`src/rtl/fifo_arb_pkg.sv`:
```
// Shared definitions for the two-channel framed-packet arbiter pair (TX mux / RX demux).
// Header word: SELMASK bit picks the channel, CNTMASK field >> CNTSHIFT gives payload count - 1.
package fifo_arb_pkg;

  localparam int unsigned DEF_DWIDTH   = 8;
  localparam logic [7:0]  DEF_SELMASK  = 8'h80;
  localparam logic [7:0]  DEF_CNTMASK  = 8'h70;
  localparam int unsigned DEF_CNTSHIFT = 4;

  typedef enum logic [1:0] {
    R_HDR   = 2'd0,
    R_HWAIT = 2'd1,
    R_DATA  = 2'd2
  } rd_state_e;

endpackage

```
`src/rtl/fifo_arb_rx.sv`:
```
// RX demux: drains one framed input FIFO, drops each header and steers the payload
// to channel 1 or 2, with a one-word skid for a target full flag that lags our writes.
module fifo_arb_rx
  import fifo_arb_pkg::*;
#(
  parameter int unsigned       DWIDTH   = DEF_DWIDTH,
  parameter logic [DWIDTH-1:0] SELMASK  = DWIDTH'(DEF_SELMASK),
  parameter logic [DWIDTH-1:0] CNTMASK  = DWIDTH'(DEF_CNTMASK),
  parameter int unsigned       CNTSHIFT = DEF_CNTSHIFT
) (
  input  logic              CLK,
  input  logic              RESETn,
  output logic              fifo_rden,
  input  logic              fifo_rdempty,
  input  logic [DWIDTH-1:0] fifo_rddata,
  output logic              c1_wren,
  input  logic              c1_wrfull,
  output logic [DWIDTH-1:0] c1_wrdata,
  output logic              c2_wren,
  input  logic              c2_wrfull,
  output logic [DWIDTH-1:0] c2_wrdata
);

  localparam int unsigned CNT_W = DWIDTH + 1;

  rd_state_e         state_q, state_d;
  logic [CNT_W-1:0]  cnt_q, cnt_d;
  logic              sel_q, sel_d;
  logic              rd_pend_q, rd_pend_d;
  logic              rd_sel_q, rd_sel_d;
  logic              skid_valid_q, skid_valid_d;
  logic              skid_sel_q, skid_sel_d;
  logic [DWIDTH-1:0] skid_data_q, skid_data_d;
  logic              en_q, en_d;

  logic              sel_full, ret_full, skid_full;
  logic              wr_en, wr_sel;
  logic [DWIDTH-1:0] wr_data;

  always_comb begin
    state_d      = state_q;
    cnt_d        = cnt_q;
    sel_d        = sel_q;
    rd_pend_d    = 1'b0;
    rd_sel_d     = rd_sel_q;
    skid_valid_d = skid_valid_q;
    skid_sel_d   = skid_sel_q;
    skid_data_d  = skid_data_q;
    en_d         = 1'b1;
    fifo_rden    = 1'b0;
    wr_en        = 1'b0;
    wr_sel       = 1'b0;
    wr_data      = '0;

    sel_full  = sel_q      ? c2_wrfull : c1_wrfull;
    ret_full  = rd_sel_q   ? c2_wrfull : c1_wrfull;
    skid_full = skid_sel_q ? c2_wrfull : c1_wrfull;

    // A returning payload word and a held skid word never coexist: reads stop while skid is valid.
    if (rd_pend_q) begin
      if (!ret_full) begin
        wr_en   = 1'b1;
        wr_sel  = rd_sel_q;
        wr_data = fifo_rddata;
      end else begin
        skid_valid_d = 1'b1;
        skid_sel_d   = rd_sel_q;
        skid_data_d  = fifo_rddata;
      end
    end else if (skid_valid_q && !skid_full) begin
      wr_en        = 1'b1;
      wr_sel       = skid_sel_q;
      wr_data      = skid_data_q;
      skid_valid_d = 1'b0;
    end

    case (state_q)
      R_HDR: begin
        if (en_q && !fifo_rdempty && !skid_valid_q) begin
          fifo_rden = 1'b1;
          state_d   = R_HWAIT;
        end
      end
      R_HWAIT: begin
        sel_d   = |(fifo_rddata & SELMASK);
        cnt_d   = CNT_W'((fifo_rddata & CNTMASK) >> CNTSHIFT) + CNT_W'(1);
        state_d = R_DATA;
      end
      R_DATA: begin
        if (!fifo_rdempty && !skid_valid_q && !sel_full) begin
          fifo_rden = 1'b1;
          rd_pend_d = 1'b1;
          rd_sel_d  = sel_q;
          cnt_d     = cnt_q - CNT_W'(1);
          if (cnt_q == CNT_W'(1)) state_d = R_HDR;
        end
      end
      default: state_d = R_HDR;
    endcase

    c1_wren   = wr_en & ~wr_sel;
    c2_wren   = wr_en &  wr_sel;
    c1_wrdata = c1_wren ? wr_data : '0;
    c2_wrdata = c2_wren ? wr_data : '0;
  end

  always_ff @(posedge CLK or negedge RESETn) begin
    if (!RESETn) begin
      state_q      <= R_HDR;
      cnt_q        <= '0;
      sel_q        <= 1'b0;
      rd_pend_q    <= 1'b0;
      rd_sel_q     <= 1'b0;
      skid_valid_q <= 1'b0;
      skid_sel_q   <= 1'b0;
      skid_data_q  <= '0;
      en_q         <= 1'b0;
    end else begin
      state_q      <= state_d;
      cnt_q        <= cnt_d;
      sel_q        <= sel_d;
      rd_pend_q    <= rd_pend_d;
      rd_sel_q     <= rd_sel_d;
      skid_valid_q <= skid_valid_d;
      skid_sel_q   <= skid_sel_d;
      skid_data_q  <= skid_data_d;
      en_q         <= en_d;
    end
  end

endmodule
```
`config.mk`:
```
export PLATFORM = sky130hd
export DESIGN_NAME = fifo_arb_rx
export DESIGN_NICKNAME = d
export VERILOG_FILES = /design/src/rtl/fifo_arb_pkg.sv /design/src/rtl/fifo_arb_rx.sv
export SDC_FILE = /design/constraint.sdc
export NUM_CORES = 1
export LEC_CHECK = 0
export ABC_AREA = 0
export BUFFER_PORTS_ARGS = -buffer_cell sky130_fd_sc_hd__buf_2
export CORE_ASPECT_RATIO = 1.25
export CORE_MARGIN = 5
export CORE_UTILIZATION = 34
export DETAILED_ROUTE_END_ITERATION = 10
export PLACE_DENSITY = 0.56
export SETUP_SLACK_MARGIN = 0.2
export SKIP_CTS_REPAIR_TIMING = 1
export SLEW_MARGIN = 20
export SYNTH_ARGS = -nofsm -noshare
export SYNTH_HDL_FRONTEND = slang
export SYNTH_SLANG_ARGS = --single-unit
export TNS_END_PERCENT = 100
```
`constraint.sdc`:
```
create_clock -name CLK -period 1.7 [get_ports CLK]
set_input_delay 0.085 -clock CLK [delete_from_list [all_inputs] [get_ports CLK]]
set_output_delay 0.085 -clock CLK [all_outputs]
set_load 0.01 [all_outputs]
```
==> impl_metrics.py, run 1 <==
metrics = {
    "hold_path": {
        "hp-class": "in2reg",
        "min_to": "skid_data_q[0]",
        "whs_path_depth": 2,
        "worstHoldStart": "fifo_rddata[0]",
    },
    "logic_synthesis": {
        "synthSimpleGateAreaFrac_pct": 22.9,
        "yosysTopAreaCellShare_pct": 42.2,
        "synth_xor_area_share_pct": 1.77,
        "synth_cell_types": 36,
        "yosys.area.top_type": "dfrtp_1",
        "synth.ff_latch_count": 25,
        "synth_area_per_cell_sq_um": 9.51,
        "yosys_warnings": 0,
        "synth_compound_area_share_pct": 11.9,
        "postSynthCellCount": 156,
        "yosysSeqAreaShare_pct": 42.2,
        "syn-num-nets": 172,
        "synth_area_leaders": "dfrtp_1 42%, mux2_2 6.8%, nor2_1 6.3%, a22oi_1 4.6%, mux2_1 4.6%",
        "synth_fa_ha_area_share_pct": 2.53,
        "synth_common_cells": "25 x dfrtp_1, 25 x nor2_1, 11 x nand3_1",
        "synthArstFlopShare_pct": 100,
        "synth-edff-count": 0,
        "synth_top_family_by_area": "simple AND/OR/NAND/NOR gates",
        "synth_flop_cell": "dfrtp_1",
        "synthMuxAreaShare_pct": 14.1,
        "synth_area_sq_mm": 0.00148,
    },
    "worst_setup_path": {
        "cp-end-kind": "output pin",
        "crit_family": "flip-flops",
        "path_max_fanout": 4,
        "start_kind": "register",
        "crit_required_ps": 1620,
        "crit_type": "reg2out",
        "reg2reg_from": "skid_valid_q",
        "rrSetupSlack_ps": 130,
        "critPathBufInv": 2,
        "critPathArrivalTime_ps": 1650,
        "cp_slowest_stage_delay_ps": 420,
        "crit_top_cell": "buf_2",
        "slowest_stage": "dfrtp_1",
        "rr_endpoint": "cnt_q[7]",
        "crit_path_cell_trace": "mux2_4 > nor2b_4 > buf_2 > a22oi_1 > nor2_1 > buf_2",
        "reg2reg_depth": 4,
    },
    "sta": {
        "rsz0062_at_grt": "true",
        "maxSlewViolCount": 0,
        "fin_setup_tns_ps": -124,
        "fin_crit_sh_pct": 102,
        "fin_worst_skew_ps": 1.73,
        "tightestPinTransition_ps": 580,
        "setup_viol": 7,
        "min_period_ps": 1740,
        "relSlewSlack_pct": 61.3,
        "timing.fmax_mhz": 576,
        "fin_ws_ps": -36.7,
        "hold_viol": 0,
    },
    "layout": {
        "n_antenna_cell": 0,
        "area_delta_synth_final_pct": 31.7,
        "largest_reg_flops": 9,
        "top_register": "cnt_q",
        "reg.largest.list": "cnt_q x9, skid_data_q x8, state_q x2",
        "design_area_sq_mm": 0.00195,
        "drive_gt1_share_pct": 40.8,
        "final_nets": 213,
    },
    "route": {
        "drt_drc_violations_left": 0,
        "ant_nets": 0,
        "wl_per_cell_um": 15.0,
        "wl_um": 3770,
        "drt_iter0_markers": 33,
        "dr_total_vias": 1321,
        "vias_per_cell": 5.24,
        "firstDrtPassIters": 4,
    },
    "clock_tree": {
        "clk_latency_ps": 270,
        "clk_pin_slew_ps": 80,
        "cts_buffer_depth": 2,
        "cts.sinks": 25,
        "cts_tree": "built",
        "cts_buffers": 3,
        "htreeDepth": 1,
        "root_buffer": "clkbuf_8",
    },
    "power": {
        "p_per_area_mw_per_mm2": 1210,
        "leakage_uw": 0.000922,
        "fin_total_pwr_uw": 2360,
        "peakVddDrop_mv": 0.377,
    },
    "global_routing": {
        "antenna_found_initial": 0,
        "grt_pass1_vias": 1286,
        "grt_max_degree": 26,
        "grtUsageTotal_pct": 12.5,
        "grt_overflow": 0,
        "grt_pass1_wl_um": 6010,
    },
    "placed_design": {
        "portBuffers": 31,
        "place_area_sq_mm": 0.00174,
        "place_congestion": 0.831,
        "dp_worst_setup_slack_ps": 97.6,
        "dp_hpwl_um": 2690,
    },
    "die": {
        "core_sq_mm": 0.00416,
        "die_y_um": 83.9,
        "io_pins": 32,
        "chipWidth_um": 69.1,
        "dieArea_sq_mm": 0.00579,
        "fp-row-count": 26,
        "start_util_pct": 35.6,
    },
    "status": {
        "outcome": "finished with violations",
        "violations": "setup timing",
    },
    "run": {
        "maxCapViolations": 0,
    },
}
[area by class of cell]
type	instances	area, sq um
Clock buffer	4	45.0
Tap cell	56	70.1
Fill cell	420	2210
Multi-Input combinational cell	115	912
Sequential cell	25	627
Inverter	7	28.8
Timing Repair Buffer	45	272
[routing by layer]
| metal | wire length [um] | track usage [%] | vias to the layer above |
|---|---|---|---|
| met4 | 66 | 4.62 | 0 |
| met1 | 1550 | 14.0 | 646 |
| met3 | 190 | 3.13 | 7 |
| met2 | 1960 | 22.5 | 35 |
| met5 | 0 | 0 | - |
| li1 | - | - | 633 |
[worst max-delay path by stage]
stage | startpoint | end | slack, ps | cells past startpoint
after floorplan | skid_valid_q | cnt_q[7] | 200 | 4
final | skid_sel_q | c2_wrdata[7] | -40 | 6
after detailed placement | cnt_q[4] | state_q[1] | 100 | 4
after global placement | cnt_q[4] | state_q[1] | 100 | 4
after global routing | skid_sel_q | c2_wrdata[7] | -130 | 6
after CTS | skid_valid_q | c1_wrdata[7] | -70 | 6
[worst register-to-register path: cells and delay by family (launching register included)]
family / cells / cell delay, ps
simple gates: 3 / 850
flops: 1 / 420
compound gates: 1 / 190
[stage by stage]
step / std cells / hold WS, ps / util [%]
2_1_floorplan: 156 / -211 / -
3_3_place_gp: 241 / 108 / 41.7
3_5_place_dp: 241 / 121 / 41.7
4_1_cts: 245 / -177 / 42.8
5_1_grt: 252 / 42.2 / 46.9
6_report: 252 / 44.3 / 46.9
[layout by cell type, fill, tap and decap left out, types with 3 or more instances in the layout]
cell	n
nand3_2	3
nor2_1	24
nand2_1	6
ha_1	3
clkbuf_8	3
buf_4	9
buf_2	32
mux2_2	8
inv_1	6
xnor2_1	3
a22oi_1	8
buf_6	3
dfrtp_1	24
o21ai_0	3
mux2i_1	3
nand3_1	8
mux2_1	6
[where the power goes]
| group | switching, uW | internal [uW] | leakage, uW | total, uW |
|---|---|---|---|---|
| clock network | 189 | 168 | 0.0000228 | 357 |
| logic | 483 | 510 | 0.000608 | 994 |
| registers | 194 | 819 | 0.000291 | 1010 |
| total | 866 | 1500 | 0.000922 | 2360 |
[kinds of logic (layout without fill, tap and decap cells)]
kind of cell | after synthesis | count (layout)
buf+inv | 17 | 56
compound gates | 24 | 24
mux | 19 | 19
simple gates | 64 | 65
other cells | 1 | 1
xor+xnor | 3 | 3
flops | 25 | 25
fa+ha+maj | 3 | 3
(Power assumes the default switching activity.)
==> run 2: changes to the inputs <==
Settings changed: CELL_PAD_IN_SITES_DETAIL_PLACEMENT set to 1, CELL_PAD_IN_SITES_GLOBAL_PLACEMENT set to 1, PLACE_DENSITY 0.56 to 0.7.
==> run 2 against run 1 <==
The flow still finishes with violations (setup timing); combinational power about the same; clock power barely moved; clock-buffer cell count unchanged; setup slack worse by 7.7 ps; cell count is 1.2% lower; worst hold slack better by 18 ps; sequential cell count did not move; via count fell by 0.91%; core utilization decreased by 0.90 points; critical path type unchanged.
==> impl_metrics.py, run 2 (synthesized netlist as in run 1, its figures left out) <==
metrics = {
    "status": {
        "outcome": "finished with violations",
        "violations": "setup timing",
    },
    "route": {
        "wl_per_cell_um": 16.3,
        "vias_per_cell": 5.26,
        "drt_drc_violations_left": 0,
        "wl_um": 4070,
        "drt_iter0_markers": 18,
        "firstDrtPassIters": 4,
        "dr_total_vias": 1309,
        "ant_nets": 0,
    },
    "placed_design": {
        "placedCellCount": 240,
        "place_congestion": 0.815,
        "dp_hpwl_um": 2930,
        "portBuffers": 31,
    },
    "hold_path": {
        "hp-class": "in2reg",
    },
    "worst_setup_path": {
        "crit_required_ps": 1620,
        "path_max_fanout": 4,
        "cp-end-kind": "output pin",
        "crit_type": "reg2out",
        "rrSetupSlack_ps": 40,
        "critPathArrivalTime_ps": 1660,
        "start_kind": "register",
    },
    "layout": {
        "layoutNonFillerInstCount": 249,
        "num-fill-cells": 488,
        "utilization_pct": 46.0,
        "seq_area_sq_um": 628,
        "multi_input_area_sq_um": 890,
        "n_antenna_cell": 0,
        "layout_commonest_cell": "buf_2",
        "area_delta_synth_final_pct": 29.2,
        "final_cell_mix": "31 x buf_2, 23 x nor2_1, 23 x dfrtp_1",
        "largest_reg_flops": 9,
        "top_register": "cnt_q",
        "drive_gt1_share_pct": 38.3,
        "final_nets": 210,
        "reg.largest.list": "cnt_q x9, skid_data_q x8, state_q x2",
    },
    "global_routing": {
        "grt_overflow": 0,
        "grtUsageTotal_pct": 13.6,
        "grt_max_degree": 26,
        "grt_pass1_vias": 1386,
        "grt_pass1_wl_um": 6640,
        "antenna_found_initial": 0,
    },
    "power": {
        "p_per_area_mw_per_mm2": 1230,
        "fin_total_pwr_uw": 2360,
        "leakage_uw": 0.000912,
        "peakVddDrop_mv": 0.477,
    },
    "clock_tree": {
        "cts_buffer_depth": 2,
        "clk_latency_ps": 270,
        "cts.sinks": 25,
        "cts_buffers": 3,
        "clk_pin_slew_ps": 90,
        "htreeDepth": 1,
        "cts_tree": "built",
        "root_buffer": "clkbuf_8",
    },
    "die": {
        "io_pins": 32,
        "dieArea_sq_mm": 0.00579,
        "chipWidth_um": 69.1,
        "core_sq_mm": 0.00416,
        "start_util_pct": 35.6,
        "die_y_um": 83.9,
        "fp-row-count": 26,
    },
    "sta": {
        "relSlewSlack_pct": 61.1,
        "timing.fmax_mhz": 573,
        "fin_worst_skew_ps": 9.82,
        "hold_viol": 0,
        "worst_hold_slack_ps": 61.9,
        "rsz0062_at_grt": "true",
        "fin_crit_sh_pct": 103,
        "maxSlewViolCount": 0,
        "tightestPinTransition_ps": 584,
        "min_period_ps": 1740,
        "fin_ws_ps": -44.4,
        "setup_viol": 15,
    },
    "run": {
        "maxCapViolations": 0,
    },
}
==> run 2: path summary, 6_finish.rpt <==
kind / cells past startpoint / end / startpoint
min in group asynchronous: 2 / skid_data_q[7] / RESETn
setup reg to reg: 4 / cnt_q[3] / skid_valid_q
setup / recovery: 6 / c1_wrdata[0] / skid_sel_q
hold reg to reg: 1 / state_q[0] / en_q
max in group asynchronous: 2 / rd_pend_q / RESETn
hold / removal: 2 / skid_data_q[0] / fifo_rddata[0]
==> run 2: layout make-up <==
type                    count  area share (%)
well taps                  56            3.66
inverters                   7            1.50
repair buffers             43            13.3
multi-input cells         114            46.4
clock buffers               4            2.35
flip-flops and latches     25            32.8
==> run 2: critical path, cell delays in order (launching register included) <==
cell	delay, ps
dfrtp_1	410
mux2_4	340
nor2b_4	150
buf_4	150
a22oi_1	100
nor2_1	100
buf_2	140
==> run 2: layer usage <==
layer	routed length, um	vias to the layer above	GRT usage (%)
met4	35	0	3.20
met5	0	-	0
met3	217	4	2.89
li1	-	630	-
met1	1650	636	15.7
met2	2170	39	25.3
==> run 2: stage by stage <==
stage / worst slack, ps / setup TNS [ps] / cell area (sq um)
after floorplan: 202 / 0 / 1490
after global placement: 112 / 0 / 1730
after detailed placement: 58.9 / 0 / 1730
after CTS: -183 / -2070 / 1770
after global routing: -122 / -1670 / 1920
final: -44.4 / -358 / 1920
==> run 2: where the power goes <==
part           switching (uW)  internal (uW)  total, uW  leakage [uW]
Clock                     191            168        359     0.0000228
Combinational             497            502       1000      0.000599
Sequential                185            819       1000      0.000290
==> run 3: changes to the inputs <==
Clock period 1.7 ns to 1.98 ns, I/O delays scaled along.
==> run 3 against run 2 <==
The flow now finishes without violations; clock power is 13% lower; die area stayed put; design area is 4.4% lower; core utilization is 2.0 points lower; sequential power is 11% lower; critical path type unchanged.
==> impl_metrics.py, run 3 (synthesized netlist as in run 1, its figures left out) <==
metrics = {
    "sta": {
        "setup_viol": 0,
        "fin_setup_tns_ps": 0,
        "timing.fmax_mhz": 575,
        "relSlewSlack_pct": 62.0,
        "tightestPinTransition_ps": 570,
        "fin_crit_sh_pct": 87.8,
        "rsz0062_at_grt": "true",
        "fin_worst_skew_ps": 3.56,
        "hold_viol": 0,
        "maxSlewViolCount": 0,
        "fin_ws_ps": 242,
        "min_period_ps": 1740,
    },
    "worst_setup_path": {
        "critPathBufInv": 2,
        "crit_path_cell_trace": "mux2_4 > nor2b_4 > buf_4 > a22oi_1 > nor2_1 > buf_2",
        "cp_slowest_stage_delay_ps": 420,
        "slowest_stage": "dfrtp_1",
        "crit_type": "reg2out",
        "cp-end-kind": "output pin",
        "crit_family": "flip-flops",
        "start_kind": "register",
        "crit_required_ps": 1880,
        "path_max_fanout": 4,
        "critPathArrivalTime_ps": 1640,
    },
    "die": {
        "fp-row-count": 26,
        "die_y_um": 83.9,
        "core_sq_mm": 0.00416,
        "io_pins": 32,
        "start_util_pct": 35.6,
        "dieArea_sq_mm": 0.00579,
        "chipWidth_um": 69.1,
    },
    "global_routing": {
        "grt_use_met2_pct": 24.6,
        "antenna_found_initial": 0,
        "grtUsageTotal_pct": 13.4,
        "use_met1_pct": 14.4,
        "met3_usage_pct": 3.25,
        "grt_max_degree": 26,
        "grt_overflow": 0,
        "grt_busiest_layer": "met2",
        "grt_pass1_vias": 1379,
        "grt_pass1_wl_um": 6490,
    },
    "clock_tree": {
        "clk_pin_slew_ps": 90,
        "cts_buffers": 3,
        "cts.sinks": 25,
        "cts_tree": "built",
        "clk_latency_ps": 270,
        "htreeDepth": 1,
        "cts_buffer_depth": 2,
        "root_buffer": "clkbuf_8",
    },
    "layout": {
        "n_antenna_cell": 0,
        "final_nets": 204,
        "largest_reg_flops": 9,
        "layout_commonest_cell": "buf_2",
        "top_register": "cnt_q",
        "design_area_sq_mm": 0.00183,
        "area_delta_synth_final_pct": 23.4,
        "reg.largest.list": "cnt_q x9, skid_data_q x8, state_q x2",
        "final_cell_mix": "31 x buf_2, 24 x nor2_1, 24 x dfrtp_1",
        "drive_gt1_share_pct": 35.8,
    },
    "power": {
        "peakVddDrop_mv": 0.378,
        "leakage_uw": 0.000858,
        "p_per_area_mw_per_mm2": 1050,
    },
    "placed_design": {
        "portBuffers": 31,
        "place_congestion": 0.834,
        "dp_hpwl_um": 2940,
        "place_area_sq_mm": 0.00169,
        "dp_worst_setup_slack_ps": 244,
    },
    "route": {
        "wl_um": 3970,
        "drt_iter0_markers": 26,
        "dr_total_vias": 1299,
        "ant_nets": 0,
        "vias_per_cell": 5.35,
        "firstDrtPassIters": 4,
        "drt_drc_violations_left": 0,
        "wl_per_cell_um": 16.3,
    },
    "hold_path": {
        "hp-class": "in2reg",
    },
    "status": {
        "outcome": "finished clean",
    },
    "run": {
        "maxCapViolations": 0,
    },
}
-- run 3: cell count changes in the layout (fill, tap and decap cells not counted), moves of 2 or more --
cell,before,now
a22oi_1,8,4
a22oi_2,1,5
buf_4,9,4
nand3_1,8,10
nand3_2,3,1
nor2_4,2,0
-- run 3: metal layers --
layer  up-vias  wire [um]  share of wire [%]
met5         -          0                  0
met4         0         82                2.1
met3         7        203                5.1
met2        31       2120                 53
met1       648       1570                 40
li1        613          -                  -
-- run 3: path summary, 6_finish.rpt --
check | startpoint | end | slack, ps | depth (start not counted)
setup / recovery | skid_sel_q | c1_wrdata[7] | 240 | 6
hold / removal | fifo_rddata[0] | skid_data_q[0] | 70 | 2
setup reg to reg | skid_valid_q | cnt_q[7] | 320 | 4
hold reg to reg | skid_data_q[5] | skid_data_q[5] | 500 | 1
max in group asynchronous | RESETn | state_q[0] | 1230 | 2
min in group asynchronous | RESETn | skid_data_q[0] | 350 | 2
-- run 3: through the flow --
step | utilization, % | hold WS (ps) | cells | total power (uW)
3_5_place_dp | 40.7 | 129 | 236 | 1560
2_1_floorplan | - | -197 | 156 | 1330
6_report | 44.0 | 70.8 | 243 | 1920
4_1_cts | 41.8 | -177 | 240 | 1870
5_1_grt | 44.0 | 71.9 | 243 | 2070
3_3_place_gp | 40.7 | 128 | 236 | 1500
-- run 3: final cells by class --
| cell class | instances | area (sq um) |
|---|---|---|
| fill | 500 | 2330 |
| multi-input combinational | 114 | 853 |
| clock inverter | 1 | 5.00 |
| tap | 56 | 70.1 |
| sequential | 25 | 627 |
| timing repair buffer | 37 | 206 |
| clock buffer | 3 | 41.3 |
| inverter | 7 | 28.8 |
-- run 3: power breakdown --
part / switching (uW) / leakage, uW / internal (uW)
Sequential: 189 / 0.000291 / 703
Combinational: 361 / 0.000541 / 358
Clock: 170 / 0.0000255 / 141
Total: 720 / 0.000858 / 1200
